===== config.mk =====
export PLATFORM = sky130hd
export DESIGN_NAME = regfile_multiport
export DESIGN_NICKNAME = d
export VERILOG_FILES = /design/src/rtl/regfile_multiport.sv
export SDC_FILE = /design/constraint.sdc
export NUM_CORES = 2
export LEC_CHECK = 0
export CAP_MARGIN = 25
export CORE_ASPECT_RATIO = 1.25
export CORE_MARGIN = 5
export CORE_UTILIZATION = 46
export CTS_CLUSTER_SIZE = 30
export DETAILED_ROUTE_END_ITERATION = 8
export HOLD_SLACK_MARGIN = 0.1
export MAX_ROUTING_LAYER = met4
export PLACE_DENSITY = 0.71
export RECOVER_POWER = 50
export SLEW_MARGIN = 20
export SYNTH_ARGS = -nofsm -noshare
export SYNTH_HDL_FRONTEND = slang
export SYNTH_SLANG_ARGS = --single-unit

===== constraint.sdc =====
create_clock -name clk -period 96.7 [get_ports clk]
set_clock_uncertainty 0.1 [all_clocks]
set_input_delay 19.34 -clock clk [delete_from_list [all_inputs] [get_ports clk]]
set_output_delay 19.34 -clock clk [all_outputs]
set_load 0.01 [all_outputs]

===== src/rtl/regfile_multiport.sv =====
// Parametrised register file: NRD combinational read ports, one write port, pending-write
// scoreboard with a registered busy count, and an unbypassed debug port. Define RF_BYPASS_EN for write-to-read bypass.
module regfile_multiport #(
    parameter  int XLEN  = 32,
    parameter  int NREGS = 32,
    parameter  int NRD   = 2,
    localparam int AW    = $clog2(NREGS)
) (
    input  logic                clk,
    input  logic                rst,
    input  logic [NRD*AW-1:0]   ra,
    output logic [NRD*XLEN-1:0] rd,
    output logic [NRD-1:0]      rd_busy,
    input  logic                we,
    input  logic [AW-1:0]       wa,
    input  logic [XLEN-1:0]     wd,
    input  logic                sb_set,
    input  logic [AW-1:0]       sb_addr,
    input  logic [AW-1:0]       dbg_addr,
    output logic [XLEN-1:0]     dbg_data,
    output logic [AW:0]         busy_cnt
);

    logic [XLEN-1:0]  r_mem [NREGS];
    logic [NREGS-1:0] r_pend;
    logic [AW:0]      r_busy_cnt;

    logic             w_wr_eff;
    logic             w_set_eff;
    logic             w_set_new;
    logic             w_clr_old;
    logic [AW:0]      w_cnt_next;

    // Register 0 is hardwired: writes and sets aimed at it have no effect.
    assign w_wr_eff  = we && (wa != '0);
    assign w_set_eff = sb_set && (sb_addr != '0);
    assign w_set_new = w_set_eff && !r_pend[sb_addr];
    assign w_clr_old = w_wr_eff && r_pend[wa] && !(w_set_eff && (sb_addr == wa));

    // NOTE: every variable assigned in always_comb gets a default first, so no latch is inferred.
    always_comb begin
        w_cnt_next = r_busy_cnt;
        if (w_set_new) begin
            w_cnt_next = w_cnt_next + (AW+1)'(1);
        end
        if (w_clr_old) begin
            w_cnt_next = w_cnt_next - (AW+1)'(1);
        end
    end

    // NOTE: the array sits on the async reset because clearing it is architectural behaviour.
    always_ff @(posedge clk or posedge rst) begin
        if (rst) begin
            for (int i = 0; i < NREGS; i++) begin
                r_mem[i] <= '0;
            end
            r_pend     <= '0;
            r_busy_cnt <= '0;
        end else begin
            if (w_wr_eff) begin
                r_mem[wa]  <= wd;
                r_pend[wa] <= 1'b0;
            end
            // NOTE: non-blocking updates; the set comes last so it overrides a same-address clear.
            if (w_set_eff) begin
                r_pend[sb_addr] <= 1'b1;
            end
            r_busy_cnt <= w_cnt_next;
        end
    end

    for (genvar k = 0; k < NRD; k++) begin : g_rd
        logic [AW-1:0] w_ra;
        assign w_ra = ra[k*AW +: AW];
`ifdef RF_BYPASS_EN
        logic w_hit;
        // Bypass is gated by rst so every output reads 0 while reset is held.
        assign w_hit = w_wr_eff && !rst && (w_ra == wa);
        assign rd[k*XLEN +: XLEN] = w_hit ? wd : r_mem[w_ra];
        assign rd_busy[k]         = w_hit ? (w_set_eff && (sb_addr == wa)) : r_pend[w_ra];
`else
        assign rd[k*XLEN +: XLEN] = r_mem[w_ra];
        assign rd_busy[k]         = r_pend[w_ra];
`endif
    end

    assign dbg_data = r_mem[dbg_addr];
    assign busy_cnt = r_busy_cnt;

endmodule

---- Word level (Yosys, flattened, before mapping) ----
Index checks and enable logic that the tools add are counted.
word-level totals
  logic and storage cells ................. 96
  register bits after elaboration ......... 1062
  output and inout port bits .............. 104
operators by class
  eq/ne operators ......................... 1
  add/sub/neg operators ................... 2
  $lt $le $gt $ge ......................... 11
  reductions and logical operators ........ 13
  multiplexer cells ....................... 28
  bitwise logic cells ..................... 7
operators with widths
  operator                                                                              count
  1024-bit bitwise mux                                                                  1
  32-bit binary-select mux with 5-bit select                                            3
  32-bit 2-to-1 mux                                                                     9
  32-bit demux with 5-bit select                                                        1
  32-bit bitwise AND                                                                    1
  32-bit NOT                                                                            1
  32-bit OR                                                                             1
  6-bit greater-or-equal comparator (second input constant)                             4
  5-bit by 6-bit less-than comparator with 1-bit output (second input constant)         4
  5-bit NOT with 6-bit output                                                           4
  1-bit binary-select mux with 5-bit select                                             4
  6-bit 2-to-1 mux                                                                      2
  1-bit demux with 5-bit select                                                         2
  5-bit by 1-bit greater-or-equal comparator with 1-bit output (second input constant)  2
  5-bit nonzero test                                                                    2
  1-bit logical AND                                                                     9
  6-bit by 1-bit adder with 6-bit output (second input constant)                        1
  6-bit by 1-bit less-than comparator with 1-bit output (second input constant)         1
  1-bit 2-to-1 mux                                                                      6
  6-bit by 1-bit subtractor with 6-bit output (second input constant)                   1
  5-bit equality test                                                                   1
  1-bit zero test                                                                       2

---- Longest topological paths before layout ----
  depth in word-level cells ............... 9
  depth in mapped cells ................... 12
  gate-level depth less buffers ........... 10

---- Worst setup path after synthesis ----
No wires, ideal clock.
  kind .................................... input to output
  from .................................... input ra[5]
  to ...................................... output rd[32]
  required time ........................... 77.260 ns
  path slack .............................. 55.714 ns
  path buffers ............................ 3
  arrival time ............................ 21.546 ns
  cell stages on the path ................. 6
  cell sequence ........................... clkbuf_1 -> buf_2 -> buf_1 -> mux4_2 -> mux4_2 -> mux2_2
on the way
  cells in the longest elaborated chain, start to end .. 4
ends and longest elaborated chain
  item                                                  line  source
  from (decl)                                           11    input logic [NRD*AW-1:0] ra,
  5-bit NOT with 6-bit output (implied by the code)     82    assign rd[k*XLEN +: XLEN] = r_mem[w_ra];
  32-bit binary-select mux with 5-bit select            82
  32-bit 2-to-1 mux (implied by the code) (2 in a row)  82
  to (decl)                                             12    output logic [NRD*XLEN-1:0] rd,
No other way between the ends. The select of a mux whose other input is x is not followed.

---- Final worst setup path ----
  from .................................... input dbg_addr[1]
  to ...................................... output dbg_data[14]
on the way
  cells in the longest elaborated chain, start to end .. 4
ends and longest elaborated chain
  item                                                  line  source
  from (decl)                                           19    input logic [AW-1:0] dbg_addr,
  5-bit NOT with 6-bit output (implied by the code)     87    assign dbg_data = r_mem[dbg_addr];
  32-bit binary-select mux with 5-bit select            87
  32-bit 2-to-1 mux (implied by the code) (2 in a row)  87
  to (decl)                                             20    output logic [XLEN-1:0] dbg_data,
No other way between the ends. The select of a mux whose other input is x is not followed.

==> results_dict.tcl <==
set metrics [dict create \
    violations "max-capacitance violations, max-slew violations" \
    synth_area_um2 64400 \
    clock_path_buffers 3 \
    port_buffers 164 \
    track_usage_pct 26.4 \
    final_max_slew_viol_count 1320 \
    cts_setup_buffers 0 \
    io-pin-count 165 \
    grt_max_degree 181 \
    tightest_slew_ps 8020 \
    die-area_um2 148000 \
    hp-class "register to register" \
    cts_tree "done" \
    cts_sinks 1062 \
    clkTransAtPathRegs_ps 60 \
    drc_errors 0 \
    end_kind "output pin" \
    yosysTopAreaCellShare_pct 41.3 \
    grt_pass1_vias 41200 \
    max_slew_margin_pct -435 \
    cp-start-kind "input port" \
    yosysSeqAreaShare_pct 41.3 \
    dpl.hpwl_um 103000 \
    avgSynthCellArea_um2 16.8 \
    r2r-start "r_pend[31]" \
    vias 39200 \
    min_from "r_mem[1019]" \
    drt_iter0_drc 4286 \
    clk_latency_ps 740 \
    p_comb_share_pct 26.3 \
    synthMuxAreaShare_pct 54.0 \
    cts_buffers 108 \
    final_cells 5666 \
    ir_drop_uv 13.5 \
    synth-compound-area-share_pct 0.682 \
    p_sw_uw 405 \
    path_cells "buf_8, buf_4, buf_4, buf_4, mux4_2, mux4_2, mux2_2, clkdlybuf4s50_1" \
    grt_first_pass_wirelength_um 282000 \
    fin_tns_setup_ps 0 \
    clock-root-buffer "clkbuf_16" \
    core_area_um2 139000 \
    ys.flop_type "dfrtp_1" \
    p_int_uw 1030 \
    p_seq_share_pct 42.7 \
    p_clk_share_pct 31.1 \
    ctsHoldBuffers 0 \
    hold_viol 0 \
    die_w_um 345 \
    clock.fmax_mhz 22.6 \
    p_leak_uw 0.0288 \
    syn_inst 3833 \
    fin_crit_sh_pct 45.7 \
    cap_viol_max_count 33 \
    synthAdderAreaFrac_pct 0.0389 \
    switching_share_pct 28.1 \
    initial_core_util_pct 46.3 \
    status "complete, but fails checks" \
    p_per_area_nw_per_um2 20.3 \
    placementRows 153 \
    fill_cells 11400 \
    ant_nets 0 \
    worstSetupPathType "input port to output pin" \
    wl_per_cell_um 33.1 \
    synth-simple-area-share_pct 0.956 \
    synthArstFlopShare_pct 100 \
    yosysUniqueCellTypes 57 \
    design_area_um2 71000 \
    setup_viol 0 \
    synth_top_area_cell "dfrtp_1" \
    crit_path_top_delay_cell "buf_4" \
    drtPass1Iterations 5 \
    drive_above_1_share_pct 62.3 \
    yosysMostFrequentCell "mux2_2" \
    period_needed_ps 44230 \
    crit_top_cell "buf_4" \
    overflow 0 \
    ys_seq_elements 1062 \
    ys_top_cells_by_count "mux2_2 (1102), dfrtp_1 (1062), mux4_2 (987)" \
    dp.cells 5450 \
    die_h_um 428 \
    cp_max_fo 88 \
    syn2layout_area_growth_pct 10.2 \
    synth_xor_area_share_pct 0.177 \
    rsz0062_at_grt "no" \
    wl_um 187000 \
    vias_per_cell 6.92 \
    crit_path_start "dbg_addr[1]" \
    place_congestion 0.865 \
    critPathRequiredTime_ps 77260 \
    synth_area_leaders "dfrtp_1 (41%), mux4_2 (35%), mux2_2 (19%)" \
    slowest_delay_ps 910 \
    cts_max_level 3 \
    synth_edf_count 0 \
    yosys_warnings 0 \
    grt_antenna_before_repair 2 \
    placed_area_um2 67300 \
    synth_top_family_by_area "multiplexers" \
    final_nets 3775 \
    synth_nets 3896 \
    arrival_ps 24790 \
    cts_repair_resize_count 0 \
]
## kinds of logic after synthesis
kind of cell / after synthesis
xor+xnor: 13
mux: 2098
buf+inv: 478
compound gates: 63
simple gates: 117
fa+ha+maj: 2
flops: 1062
## sequential cells by signal (all words and copies together), names as in the netlist
signal	count
r_mem	1024
r_pend	32
busy_cnt	6
## metrics by stage
step	setup WS [ps]	total power, uW	util [%]	hold slack (ps)
final	52470	1440	51.0	317
after global routing	52310	1500	51.0	327
after CTS	52590	1440	51.1	316
after detailed placement	52590	997	48.4	303
after global placement	52630	983	48.3	293
after floorplan	47370	881	-	358
## cell type report
| cell class | instances | area [um^2] | share of cell area, % |
|---|---|---|---|
| Timing Repair Buffer | 239 | 2280 | 3.21 |
| Inverter | 8 | 31.3 | 0.0441 |
| Clock buffer | 139 | 3030 | 4.27 |
| Clock inverter | 61 | 728 | 1.03 |
| Tap cell | 1860 | 2330 | 3.28 |
| Multi-Input combinational cell | 2293 | 36000 | 50.7 |
| Antenna cell | 4 | 10.0 | 0.0141 |
| Sequential cell | 1062 | 26600 | 37.4 |
## critical path, delay by kind of cell
family                 cells  cell delay [ps]
multiplexers               3             1460
buffers and inverters      5             3710
## path summary, 6_finish.rpt
kind,end,slack [ps],cells after the start
max reg2reg,busy_cnt[4],93600,10
max,dbg_data[14],52470,8
min reg2reg,r_mem[1019],320,0
min,r_mem[1019],320,0
min in group asynchronous,r_mem[726],20740,2
max in group asynchronous,r_mem[685],63790,4
## metal layers
layer	share of wire [%]	GRT usage, %	wire length, um
met4	3.8	8.65	7100
met3	7.5	4.39	14000
met2	48	40.7	90400
met1	41	36.3	75800
met5	0	-	0
## power groups by stage
stage | logic (uW) | clock network (uW) | registers [uW]
CTS | 380 | 454 | 610
finish | 378 | 447 | 614
floorplan | 289 | 0 | 592
global placement | 372 | 0 | 611
detailed placement | 379 | 0 | 618
global route | 403 | 472 | 626
## cells in the final DEF, fill, tap and decap left out, types with 4 or more instances in the layout
master / count
nand3b_1: 7
nand2_4: 5
o21ai_0: 32
clkbuf_16: 110
nor3b_1: 8
dfrtp_1: 1062
bufinv_16: 14
buf_6: 8
clkbuf_8: 17
nor2_1: 16
nor2_4: 5
inv_1: 7
nand2_1: 37
and3b_1: 5
clkinvlp_4: 8
xor2_1: 7
xnor2_1: 6
buf_8: 12
a32o_1: 4
nand3_1: 6
buf_4: 44
nor3_1: 7
dlygate4sd3_1: 12
mux2i_1: 7
mux4_2: 987
clkdlybuf4s50_1: 135
diode_2: 4
clkinv_4: 5
clkinv_2: 30
mux2_2: 1102
clkbuf_1: 33
Note: power is estimated with default switching activity, not from simulation.
